File: src/rtl/step_pulse_gen.sv
// Step/direction pulse generator: continuous run, counted run and ADC-driven AUTO mode.
// Pulse high time is a quarter of the active period; outputs are registered.
module step_pulse_gen #(
    parameter int unsigned W          = 16,
    parameter int unsigned DEF_PERIOD = 2000,
    parameter int unsigned MIN_PERIOD = 4
) (
    input  logic         clk,
    input  logic         rst,
    input  logic         d_v,
    input  logic         drv_en,
    input  logic         cmd_start,
    input  logic         cmd_start_n,
    input  logic         cmd_stop,
    input  logic         cmd_auto,
    input  logic         invert,
    input  logic [W-1:0] period_in,
    input  logic [W-1:0] n_pulses,
    output logic         step_out,
    output logic         busy,
    output logic         done,
    output logic [W-1:0] pulse_cnt,
    output logic [1:0]   state
);

    localparam logic [W-1:0] DEF_P = W'(DEF_PERIOD);
    localparam logic [W-1:0] MIN_P = W'(MIN_PERIOD);

    typedef enum logic [1:0] {
        ST_IDLE  = 2'd0,
        ST_RUN   = 2'd1,
        ST_RUN_N = 2'd2,
        ST_AUTO  = 2'd3
    } state_t;

    state_t       st;
    logic [W-1:0] ph;
    logic [W-1:0] cur_p;
    logic [W-1:0] shadow;

    logic active_c;
    logic gen_c;
    logic boundary_c;
    logic exit_c;
    logic raw_c;

    function automatic logic [W-1:0] clamp_p(input logic [W-1:0] p);
        return (p < MIN_P) ? MIN_P : p;
    endfunction

    // Phase decode; an exiting state drives the idle level on the same edge.
    always_comb begin
        active_c   = (st != ST_IDLE);
        gen_c      = active_c && !((st == ST_AUTO) && !drv_en);
        boundary_c = gen_c && (ph == (cur_p - W'(1)));
        exit_c     = active_c && (cmd_stop || ((st == ST_AUTO) && !cmd_auto));
        raw_c      = gen_c && !exit_c && (ph < (cur_p >> 2));
    end

    always_ff @(posedge clk) begin
        if (rst) begin
            st        <= ST_IDLE;
            ph        <= '0;
            cur_p     <= clamp_p(DEF_P);
            shadow    <= DEF_P;
            pulse_cnt <= '0;
            step_out  <= 1'b0;
            busy      <= 1'b0;
            done      <= 1'b0;
        end else begin
            done     <= 1'b0;
            step_out <= raw_c ^ invert;
            if (d_v) begin
                shadow <= period_in;
            end

            case (st)
                ST_IDLE: begin
                    if (cmd_stop) begin
                        st <= ST_IDLE;
                    end else if (cmd_auto) begin
                        st    <= ST_AUTO;
                        ph    <= '0;
                        cur_p <= clamp_p(shadow);
                        busy  <= 1'b1;
                    end else if (cmd_start) begin
                        st    <= ST_RUN;
                        ph    <= '0;
                        cur_p <= clamp_p(DEF_P);
                        busy  <= 1'b1;
                    end else if (cmd_start_n) begin
                        if (n_pulses == '0) begin
                            done <= 1'b1;
                        end else begin
                            st        <= ST_RUN_N;
                            ph        <= '0;
                            cur_p     <= clamp_p(DEF_P);
                            pulse_cnt <= n_pulses;
                            busy      <= 1'b1;
                        end
                    end
                end

                ST_RUN, ST_RUN_N, ST_AUTO: begin
                    if (exit_c) begin
                        st        <= ST_IDLE;
                        ph        <= '0;
                        pulse_cnt <= '0;
                        busy      <= 1'b0;
                    end else if (!gen_c) begin
                        ph <= '0;
                    end else if (boundary_c) begin
                        ph <= '0;
                        // AUTO only picks up a new period at a boundary.
                        if (st == ST_AUTO) begin
                            cur_p <= clamp_p(shadow);
                        end
                        if (st == ST_RUN_N) begin
                            if (pulse_cnt <= W'(1)) begin
                                st        <= ST_IDLE;
                                pulse_cnt <= '0;
                                busy      <= 1'b0;
                                done      <= 1'b1;
                            end else begin
                                pulse_cnt <= pulse_cnt - W'(1);
                            end
                        end
                    end else begin
                        ph <= ph + W'(1);
                    end
                end
            endcase
        end
    end

    assign state = st;

endmodule
File: config.mk
export PLATFORM = sky130hd
export DESIGN_NAME = step_pulse_gen
export DESIGN_NICKNAME = d
export VERILOG_FILES = /design/src/rtl/step_pulse_gen.sv
export SDC_FILE = /design/constraint.sdc
export NUM_CORES = 1
export LEC_CHECK = 0
export BUFFER_PORTS_ARGS = -buffer_cell sky130_fd_sc_hd__clkbuf_2
export CAP_MARGIN = 0
export CORE_MARGIN = 1
export CORE_UTILIZATION = 40
export CTS_CLUSTER_DIAMETER = 50
export DETAILED_ROUTE_END_ITERATION = 6
export PLACE_DENSITY = 0.69
export SLEW_MARGIN = 20
export SYNTH_ARGS = -nofsm -noshare
export SYNTH_HDL_FRONTEND = slang
export SYNTH_SLANG_ARGS = --single-unit
File: constraint.sdc
create_clock -name clk -period 7.2 [get_ports clk]
set_input_delay 0.72 -clock clk [delete_from_list [all_inputs] [get_ports clk]]
set_output_delay 0.72 -clock clk [all_outputs]
set_load 0.01 [all_outputs]
* Yosys cells after proc, flatten, opt, wreduce, memory -nomap -nowiden
Cells that the tools add are included.
** Word-level totals
- Bits in registers :: 69
- Bits of input ports :: 41
- Output and inout port bits :: 21
- Word-level logic and storage cells :: 121
** Cells by class
- Add/sub/neg operators :: 3
- Magnitude comparators :: 3
- Eq/ne operators :: 21
- Muxes and demuxes :: 64
- Bitwise operators :: 1
- Reduce and logical (&&, ||, !) cells :: 21
** Operator list (count)
- two-way mux 16 bit :: 28
- case mux 16 bit (2 select lines) :: 3
- subtractor 16 x 1 -> 16 bit, second input constant :: 2
- two-way mux 1 bit :: 20
- two-way mux 2 bit :: 10
- != test 2 bit, second input constant :: 9
- adder 16 x 1 -> 16 bit, second input constant :: 1
- equality test 16 bit :: 1
- <= comparator 16 x 1 -> 1 bit, second input constant :: 1
- zero test 16 bit :: 1
- less-than comparator 16 x 14 -> 1 bit :: 1
- less-than comparator 16 x 3 -> 1 bit, second input constant :: 1
- AND reduction 7 bit :: 2
- != test 3 bit, second input constant :: 4
- != test 5 bit, second input constant :: 2
- != test 4 bit, second input constant :: 2
- AND reduction 8 bit :: 1
- logical AND 1 bit :: 7
- AND reduction 6 bit :: 1
- equality test 2 bit, second input constant :: 2
- zero test 1 bit :: 4
- case mux 1 bit (2 select lines) :: 2
- case mux 2 bit (2 select lines) :: 1
- AND reduction 3 bit :: 1
- other kinds (6) :: 6

* Depth between registers and ports, before layout
Gate-level depths: netlist of the first run.
- Depth in word-level cells :: 9
- Mapped depth :: 13

* Worst setup path after synthesis of the first run
Ideal clock, no wire load.
- Path type :: register to register
- Start point :: register cur_p[0]
- End point :: register cur_p[2]
- Library setup time :: 0.127 ns
- Arrival time :: 2.927 ns
- Data required time :: 7.073 ns
- Setup slack :: 4.147 ns
- Cell stages (with the launch flop) :: 14
- Path buffers :: 2
- Clock period less this slack :: 3.053 ns
- Cells stage by stage :: dfxtp_1 -> inv_1 -> ha_1 -> or4b_1 -> buf_2 -> or4_1 -> o311ai_0 -> nor2_1 -> nor3b_2 -> nand2_1 -> nor2_2 -> buf_2 -> o21a_1 -> o21ai_0
** On the way
- Longest elaborated chain between the ends :: 5
** Ends and longest elaborated chain
- from (decl) :: line 38 : logic [W-1:0] cur_p;
- from (signal assigned) :: line 64 : cur_p <= clamp_p(DEF_P);
- from (signal assigned) :: line 84 : cur_p <= clamp_p(shadow);
- from (signal assigned) :: line 89 : cur_p <= clamp_p(DEF_P);
- subtractor 16 x 1 -> 16 bit :: line 55 : boundary_c = gen_c && (ph == (cur_p - W'(1)));
- equality test 16 bit :: line 55
- logical AND 1 bit :: line 55
- != test 2 bit (no line)
- AND reduction 7 bit (no line)
No other way between the ends.
A chain may end at the register's enable or synchronous reset.

* Worst setup path after layout of the first run
- Start point :: register st[0], in the netlist state[0]
- End point :: register cur_p[7]
** On the way
- Longest elaborated chain between the ends :: 7
- Elaborated cells on any way between the ends :: 22
- Those cells by class :: 10 x eq/ne; 1 x mux; 11 x reduce/logical
** Ends and longest elaborated chain
- from (decl) :: line 36 : state_t st;
- from (signal assigned) :: line 62 : st <= ST_IDLE;
- from (signal assigned) :: line 80 : st <= ST_IDLE;
- from (signal assigned) :: line 82 : st <= ST_AUTO;
- equality test 2 bit
- logical AND 1 bit :: line 54 : gen_c = active_c && !((st == ST_AUTO) && !drv_en);
- zero test 1 bit :: line 54
- logical AND 1 bit :: line 54
- logical AND 1 bit :: line 55
- != test 2 bit (no line)
- AND reduction 7 bit (no line)
Several ways; a longest one is shown, not always the timed one.

==> metrics list, run 1 <==
* Count of non-filler cells in the finished layout: 765
- Count of yosys warnings during synthesis: 0
- Global routing finished with a remaining overflow of 0.
- Terminating pin of the worst hold path: busy$_SDFFE_PP0P_
- Timing would allow up to 258 MHz.
* Htree depth: 3
- Global routing used 22.5% of the available tracks across all layers.
- After legalization and detailed placement, the total HPWL measured 9.15 mm.
- Share of the cycle needed by the critical path after routing: between 50 and 60%
* Skew-Pair Late Insertion Delay: 350 ps
- Vias in the first global route: 4206
* Depth of the worst register-to-register path: 10
- Vert. Die Dim: ~110 um
* Placement Cell Area: 4910 um2
- The first global-routing pass estimated 20.7 mm of wire.
- In this run, post-CTS hold repair placed 0 buffers.
* Slew of the pin with the lowest slew margin: 995 ps
- Data on the critical path is required at its endpoint by approximately 7500 ps.
- Kind of end point of the critical path: register
- Worst setup slack before clock tree synthesis: 3360 ps
- Global Route met1 Usage: between 20 and 30%
- Fill cells in the final layout number 1047.
- Entering global routing, the biggest net connects 65 pins.
- Footprint of the multi-input gates: 2930 um2
- Synth cell types: 57
- Routed vias/inst: between 5 and 6
- Antenna diodes: 0
- Worst setup path class: reg2reg
* Cell area after layout: 5190 um2
- The layer flagged by global routing as most heavily used is met2.
- Avg WL per Cell: 16.3 um
- Number of antenna-violating nets in the routed design: 0
- WHS Path Cells: 2
- In this run the clock root is driven by a sky130_fd_sc_hd__clkbuf_16.
* P_sw: 0.000333 W
* Cell with the largest stage delay on the worst path: sky130_fd_sc_hd__nor2_2
- Clock-pin slew was measured on the worst setup and hold paths at 60 ps.
* Series of cell instances along the critical path: inv_1 -> ha_1 -> inv_1 -> o21ai_0 -> or4_1 -> nor4_4 -> nand2_1 -> nor2_2 -> nor3_1 -> nor4_1
- Before antenna repair, the detailed router went through 4 iterations.
* Synthesized flop and latch total: 69
* Final critical path time including I/O delays and setup: 3870 ps
- Number of vias after detailed routing: 4500
- On the worst path, the slowest cell contributes a delay of 770 ps.
- Cell Rows: 38
- Wires add up to roughly 12 mm.
- Among the stages of the critical path, the cell type that occurs most often is sky130_fd_sc_hd__inv_1.
* Nets: a little under 700
* Clock tree sinks: 69
- Cell type with the highest aggregate area in the netlist: sky130_fd_sc_hd__dfxtp_1
- Area enclosed by the die boundary: 11800 um2
- Ranked by total cell area, the synthesized netlist is headed by sky130_fd_sc_hd__dfxtp_1 (30%), sky130_fd_sc_hd__ha_1 (5.5%), sky130_fd_sc_hd__nor2_1 (5.4%).
- Number of DRC markers in iteration 0: 232
- Setup repair after global routing left no endpoint under its margin.
* Beginning of the worst register-to-register path: state[0]$_SDFFE_PP0P_
- In this run the tightest slew margin relative to its limit is 33.1%.
- Ys async rst share: 0%
- Total of max-cap violations: 0
- The worst setup path is launched from a register.
- Cell Int Power: just over 0.0007 W
* Sw Share: 31.4%
- Remaining routing DRC violations: 0
- Maximum root-to-sink buffer count: 2
- For this design the ratio of total power to cell area is between 200 and 250 nW/um2.
- The number of pins exceeding their max-slew limit in the final report was 0.
* Comb power frac: about a fifth
- Count of final hold-check violations: 0
- Met3 Resource Use GR: 5.92%
* Crit path DAT: 4120 ps
- The path class of the tightest hold or removal check is reg2reg.
* P_leak: 2.14 nW
- Summed over its instances, the top area cell type makes up 30.3% of the synthesized netlist area.
- At the end of routability-driven placement, the weighted congestion stood at 0.919.
- The flow ran to the end, and the final reports show no timing, DRC or antenna violations.
- Kind of cell with the highest combined delay on the critical path: simple AND/OR/NAND/NOR gates
* Setup-failing EPs final: 0
* Number of buffers created by CTS: 9
- The number of antenna violations at the first check in global routing is 0.
- TritonCTS clock tree: done
- Sequential cells account for about two fifths of the total power.
- Flip-flop and latch area: 1380 um2
- Setup TNS: 0 ps
* Post-Synthesis Cells: 580
- In the final layout, the share of cells above drive strength 1 is about 15%.
- After clock tree synthesis, the setup repair step added 0 buffers.
- Total instance count after detailed placement: 749
- After synthesis, the mean cell area works out to 7.85 um2.
- Pin placement for this block handled 62 I/O pins.
- Worst R2R End: cur_p[7]$_SDFFE_PP1P_
- EDFF count, synth: 0
- Area growth from synthesis to final layout: 13.9%
- Fin worst setup slack: 3330 ps
- VDD IR max: 0.000189 V
- In this run, the clock network consumes 39.2% of the power.
- The worst hold path begins at busy$_SDFFE_PP0P_.
* Initial core utilization: 41.5%
* Width of the die: 109 um
* Clock Skew: 9.44 ps
* Met2 routing resource usage after global routing: 35.0%
- For this run, the register share of the synthesized area comes to 30.3%.
* CORE AREA: 11000 um2
- Maximum fanout along the worst path: 26
- Area of the mapped netlist: 4550 um2
- The critical path contains buffers and inverters numbering 2 combined.
- After clock tree synthesis, the repair step resized 0 gates.
- Counting every net in the synthesized netlist gives approximately 640.
- In this run the tool buffered the top-level ports with 61 buffer cells.
* Worst R2R Setup Slack: 3330 ps
* Synth Flop Type: sky130_fd_sc_hd__dfxtp_1
==> power groups by stage <==
stage	Clock (W)	Combinational, W	Sequential, W
floorplan	0	0.000148	0.000436
global route	0.000444	0.000235	0.000438
detailed placement	0	0.000207	0.000441
CTS	0.000423	0.000208	0.000433
global placement	0	0.000203	0.000440
finish	0.000415	0.000210	0.000434
==> kinds of logic after synthesis <==
group / count (synthesis) / share of synthesized area, %
adder cells (fa/ha/maj): 20 / 5.49
flip-flops: 69 / 30.3
XOR/XNOR: 34 / 6.54
AO/OA/AOI/OAI: 135 / 20.2
AND/OR/NAND/NOR: 246 / 28.6
multiplexers: 16 / 3.52
buffers and inverters: 60 / 5.25
==> layer usage <==
| metal | wire (um) | share of wire, % |
|---|---|---|
| met5 | 0 | 0 |
| met4 | 280 | 2.3 |
| met3 | 714 | 5.7 |
| met2 | 5660 | 46 |
| met1 | 5780 | 46 |
==> state kept, by name, summed over array words and instances (netlist names) <==
| register | count |
|---|---|
| busy | 1 |
| ph | 16 |
| pulse_cnt | 16 |
| step_out | 1 |
| state | 2 |
| done | 1 |
| shadow | 16 |
| cur_p | 16 |
==> cell usage after synthesis (5+ instances only) <==
master                      n
sky130_fd_sc_hd__nor4_1    23
sky130_fd_sc_hd__or4_1      7
sky130_fd_sc_hd__ha_1      20
sky130_fd_sc_hd__mux2i_1   16
sky130_fd_sc_hd__nand3_1   19
sky130_fd_sc_hd__a211oi_1  11
sky130_fd_sc_hd__nand2b_1   5
sky130_fd_sc_hd__o21ai_0   28
sky130_fd_sc_hd__clkbuf_1  23
sky130_fd_sc_hd__and3_1     8
sky130_fd_sc_hd__nor2b_1   10
sky130_fd_sc_hd__xnor2_1   15
sky130_fd_sc_hd__inv_1     26
sky130_fd_sc_hd__buf_2      5
sky130_fd_sc_hd__nor3_1    40
sky130_fd_sc_hd__or3_1      5
sky130_fd_sc_hd__o311ai_0  11
sky130_fd_sc_hd__nand3b_1   5
sky130_fd_sc_hd__nand2_1   28
sky130_fd_sc_hd__a21o_1    10
sky130_fd_sc_hd__nor2_1    66
sky130_fd_sc_hd__a211o_1    7
sky130_fd_sc_hd__nand4_1    8
sky130_fd_sc_hd__a22oi_1    8
sky130_fd_sc_hd__a31oi_1   15
sky130_fd_sc_hd__a21oi_1   23
sky130_fd_sc_hd__xor2_1    19
sky130_fd_sc_hd__dfxtp_1   69
==> metrics by stage <==
step | hold slack (ps) | power, W | utilization (%)
4_1_cts | 493 | 0.00106 | 47.2
3_3_place_gp | 481 | 0.000643 | 44.7
2_1_floorplan | 475 | 0.000585 | -
5_1_grt | 530 | 0.00112 | 47.2
3_5_place_dp | 486 | 0.000648 | 44.7
6_report | 494 | 0.00106 | 47.2
==> cells in the final DEF (no fill, tap or decap), types with 8 or more instances in the layout <==
cell type,Yosys,layout
sky130_fd_sc_hd__o21ai_0,28,28
sky130_fd_sc_hd__xor2_1,19,19
sky130_fd_sc_hd__and3_1,8,8
sky130_fd_sc_hd__dfxtp_1,69,69
sky130_fd_sc_hd__clkbuf_2,0,61
sky130_fd_sc_hd__a211oi_1,11,11
sky130_fd_sc_hd__mux2i_1,16,16
sky130_fd_sc_hd__inv_1,26,26
sky130_fd_sc_hd__xnor2_1,15,15
sky130_fd_sc_hd__nand3_1,19,19
sky130_fd_sc_hd__a31oi_1,15,15
sky130_fd_sc_hd__ha_1,20,20
sky130_fd_sc_hd__clkbuf_16,0,9
sky130_fd_sc_hd__nor2b_1,10,10
sky130_fd_sc_hd__a21oi_1,23,23
sky130_fd_sc_hd__a21o_1,10,10
sky130_fd_sc_hd__nor4_1,23,23
sky130_fd_sc_hd__nand4_1,8,8
sky130_fd_sc_hd__nand2_1,28,28
sky130_fd_sc_hd__a22oi_1,8,8
sky130_fd_sc_hd__o311ai_0,11,11
sky130_fd_sc_hd__nor3_1,40,40
sky130_fd_sc_hd__nor2_1,66,66
==> cell type report <==
class,count,share of cell area [%]
clock buffer,11,4.68
multi-input combinational,451,56.6
clock inverter,5,0.676
inverter,26,1.88
tap,140,3.38
timing repair buffer,63,6.18
sequential,69,26.6
==> worst reg2reg max path: cells and delay by family, from the launching register on <==
family          cells  cell delay, ps
simple gates        6            2300
fa+ha+maj           1             510
buf+inv             2             420
flops               1             400
compound gates      1             160
==> how the worst max path moves through the flow <==
stage                               start                endpoint  slack, ps  cells past startpoint
floorplan           cur_p[0]$_SDFFE_PP0P_   cur_p[2]$_SDFFE_PP0P_       4150                     13
global placement    state[0]$_SDFFE_PP0P_  cur_p[10]$_SDFFE_PP1P_       3590                     10
detailed placement  state[0]$_SDFFE_PP0P_   cur_p[4]$_SDFFE_PP1P_       3360                     10
CTS                 state[0]$_SDFFE_PP0P_   cur_p[4]$_SDFFE_PP1P_       3350                     10
global route        state[0]$_SDFFE_PP0P_   cur_p[6]$_SDFFE_PP1P_       3020                     10
finish              state[0]$_SDFFE_PP0P_   cur_p[7]$_SDFFE_PP1P_       3330                     10
(Power assumes the default switching activity.)
==> run 2, diff against run 1 <==
ABC_AREA = 1   (was default)
PLACE_DENSITY = 0.71   (was 0.69)
clock period = 3.1 ns   (was 7.2 ns; I/O delays follow)
==> run 2 against run 1 <==
  * Sequential share of layout area shrank 0.65 points
  * Largest cell class unchanged
  * Critical path depth grew 4
  * Combinational power grew to 9.9 times the previous value
  * Via count grew 2.8%
==> metrics list, run 2 <==
* Series of cell instances along the critical path: inv_1 -> ha_1 -> inv_2 -> o21ai_0 -> nor2_1 -> nand3_1 -> nor2_1 -> nand2_1 -> nor2_2 -> nand2_2 -> nand2_2 -> nand2_2 -> a21oi_1 -> o21ai_1
* Cell Rows: 38
- The routed layout has ~4.6k vias.
* P_leak: 2.45 nW
* Area of the mapped netlist: 4590 um2
- Kind of end point of the critical path: register
- CORE AREA: 11000 um2
* Antenna diodes: 0
* EDFF count, synth: 0
* Setup-failing EPs final: 0
- In the routed design, unresolved DRC markers number 0.
- Clock tree sinks: 69
- Of the available clock period, the critical path in the final layout requires 82.7%.
- Counting instances, the worst hold path has a depth of 3.
- Timing would allow up to 390 MHz.
- In this run the number of H-tree levels came out at 3.
* Total instance count after detailed placement: a little over 900
* Post-DP HPWL: just over 9 mm
- From bottom edge to top edge, the die measures 109 um.
* Top-level I/O count: 62
* Seq/Total Area, Yosys: 30.1%
* Commonest non-fill, non-tap cell in the layout: sky130_fd_sc_hd__nand2_1
* Mean instance size in the synthesized netlist: ~6.3 um2
* Final core utilization: 48.4%
* Type of the tightest min-delay check: in2reg
- In this run the horizontal extent of the chip is 109 um.
- Pins Over Slew Limit: 0
- In the layout the commonest cells are sky130_fd_sc_hd__nand2_1 (146), sky130_fd_sc_hd__nor2_1 (124), sky130_fd_sc_hd__inv_1 (97), sky130_fd_sc_hd__dfxtp_1 (69), sky130_fd_sc_hd__clkbuf_2 (61).
- Number of antenna-violating nets in the routed design: 0
- Endpoint required time on the critical path: about 3300 ps
- Area enclosed by the die boundary: 11900 um2
- Share of synthesized cell area in full adder, half adder and majority cells: 5.46%
- On the final layout, the worst hold slack is 181 ps.
- Clock-pin slew was measured on the worst setup and hold paths at 60 ps.
- Synthesized flop and latch total: 69
- Leading cell type by number of instances after synthesis: sky130_fd_sc_hd__nand2_1
- Global routing consumed, over all layers together, a little over a fifth of the routing resources.
- Post-Synthesis Cells: 728
- Outcome: completed
* Routed vias/inst: 4.96
- Max-cap violations in this run came to 0.
- For this run, the slowest stage of the critical path takes 380 ps.
- Congestion Overflow GR: 0
* Root buffer cell: sky130_fd_sc_hd__clkbuf_16
- The synthesized netlist devotes 13.0% of its cell area to compound gates.
- For this run, the leading register cell type out of synthesis is sky130_fd_sc_hd__dfxtp_1.
- Power spread over the standard cell area amounts to about 840 nW/um2.
- The most numerous cell type found on the critical path is sky130_fd_sc_hd__nand2_2.
- Counting cells, the worst reg-to-reg path comes to 14.
- At the worst endpoint, the arrival time is 2770 ps.
* Routability cong.: 0.892
- Area growth from synthesis to final layout: 15.9%
* Worst slew margin relative to its limit: about three fifths
- Detailed-routing iteration count for the pre-antenna-repair pass: 5
* Count of final hold-check violations: 0
- The worst setup path is launched from a register.
* TritonCTS clock tree: done
* Fin worst setup slack: 536 ps
* Fraction of the mapped netlist area in simple logic gates: roughly 36%
- Cell with the largest stage delay on the worst path: sky130_fd_sc_hd__dfxtp_1
- XOR/XNOR Fraction of Synth Area: 4.96%
- Summed over all failing endpoints, the final setup total negative slack is 0 ps.
- Worst R2R Setup Slack: 540 ps
- After synthesis, the largest family of logic cells by area is simple AND/OR/NAND/NOR gates.
- For this configuration, the core starts out at a cell density of a little over two fifths.
- Clock Skew: 10.7 ps
- Timing analysis after detailed placement gives a worst setup slack of about 360 ps.
- Maximum number of pins on one net before global-route repair: 27
* Buffers added on ports: just over 60
* Multiplexer share of the synthesized area: 0%
* Wirelength, routed: ~12 mm
* Slew of the pin with the lowest slew margin: 627 ps
* Cell type with the highest aggregate area in the netlist: sky130_fd_sc_hd__dfxtp_1
- The routed design could run at a clock period as short as 2560 ps.
- Net Count, Synth: 789
- Share of Yosys cell area claimed by the top area cell type: 30.1%
- By area the synthesized netlist is led by sky130_fd_sc_hd__dfxtp_1 (30%), sky130_fd_sc_hd__nand2_1 (12%), sky130_fd_sc_hd__nor2_1 (10%).
* Setup repair after global routing missed its margin: false
* Count of non-filler cells in the finished layout: 932
- Counting instances in the post-synthesis netlist gives the leading cell types as sky130_fd_sc_hd__nand2_1 (147), sky130_fd_sc_hd__nor2_1 (124), sky130_fd_sc_hd__inv_1 (97), sky130_fd_sc_hd__dfxtp_1 (69), sky130_fd_sc_hd__a21oi_1 (49).
* Worst hold start: period_in[6]
* VDD IR max: 0.000500 V
- The number of global-route vias before repair is 4208.
- Global-route wire length before repair: ~20 mm
- Of the cells placed in the final design, the portion with a size suffix greater than 1 is 15.2%.
* Post-CTS setup repair buffer count: 0
* Avg WL per Cell: ~13 um
- By startpoint and endpoint, the worst setup path is classified as reg2reg.
* Skew-Pair Late Insertion Delay: 340 ps
* Synth cell types: 36
- Number of buffers created by CTS: 9
- The first routing iteration left 244 violations.
- Maximum root-to-sink buffer count: 2
- For this run, the post-layout net count is between 800 and 900.
* Count of yosys warnings during synthesis: 0
- Beginning of the worst register-to-register path: state[0]$_SDFFE_PP0P_
* Ys async rst share: 0%
* Maximum fanout along the worst path: 22
* Number of antenna violations at the first check in global routing: 0
- The worst hold path terminates at shadow[6]$_SDFFE_PP1P_.
- Worst R2R End: cur_p[10]$_SDFFE_PP1P_
run 2: cell count changes in the layout (fill, tap and decap cells not counted), moves of 16 or more:
cell                      delta
sky130_fd_sc_hd__inv_1      +71
sky130_fd_sc_hd__a21oi_1    +26
sky130_fd_sc_hd__nor3_1     -28
sky130_fd_sc_hd__nand2_1   +118
sky130_fd_sc_hd__nor2_1     +58
sky130_fd_sc_hd__mux2i_1    -16
sky130_fd_sc_hd__nor4_1     -18
sky130_fd_sc_hd__nand3_1    +27
run 2: worst max-delay path, delay by kind of cell, from the launching register on:
family	cells	cell delay (ps)
compound gates	3	480
fa+ha+maj	1	220
buf+inv	2	210
flops	1	380
simple gates	8	1130
run 2: cell type report:
class / count / area, um2
timing repair buffer: 68 / 358
clock buffer: 10 / 239
inverter: 101 / 379
tap: 140 / 175
multi-input combinational: 538 / 2720
clock inverter: 6 / 62.6
fill: 1143 / 5670
sequential: 69 / 1380
run 2: how the worst max path moves through the flow:
stage,start,endpoint,cells after the start
floorplan,state[0]$_SDFFE_PP0P_,cur_p[10]$_SDFFE_PP1P_,14
global placement,cur_p[0]$_SDFFE_PP0P_,cur_p[7]$_SDFFE_PP1P_,16
detailed placement,state[0]$_SDFFE_PP0P_,cur_p[10]$_SDFFE_PP1P_,14
CTS,state[0]$_SDFFE_PP0P_,cur_p[10]$_SDFFE_PP1P_,14
global route,cur_p[0]$_SDFFE_PP0P_,ph[15]$_SDFFE_PP0P_,16
finish,state[0]$_SDFFE_PP0P_,cur_p[10]$_SDFFE_PP1P_,14
run 2: report_power, final:
part           switching, W  leakage [nW]  internal (W)
registers          0.000270         0.566       0.00108
logic               0.00132          1.75      0.000755
clock network      0.000395         0.140      0.000641
run 2: kinds of logic (layout without fill, tap and decap cells):
kind of cell	after synthesis	after routing
DFF	69	69
xor gates and xnor gates	26	26
buffers and inverters	121	185
adders and majority gates	20	20
and+or+nand+nor	377	377
AOI/OAI and AO/OA	115	115
run 2: metrics by stage:
| stage | power (W) | instance area (um2) |
|---|---|---|
| floorplan | 0.00290 | 4590 |
| global placement | 0.00338 | 5010 |
| detailed placement | 0.00341 | 5010 |
| CTS | 0.00446 | 5310 |
| global route | 0.00481 | 5320 |
| finish | 0.00446 | 5320 |
run 2: layer usage:
layer,vias up,track usage [%],wire length [um]
met4,0,7.72,228
met1,2036,29.1,5860
met3,18,3.41,540
li1,2451,-,-
met2,119,34.4,5290
met5,-,0,0
run 2: repair_timing:
action	in CTS	in global routing
setup endpoints to repair	0	3
hold buffers	0	0
gates resized for setup	0	1
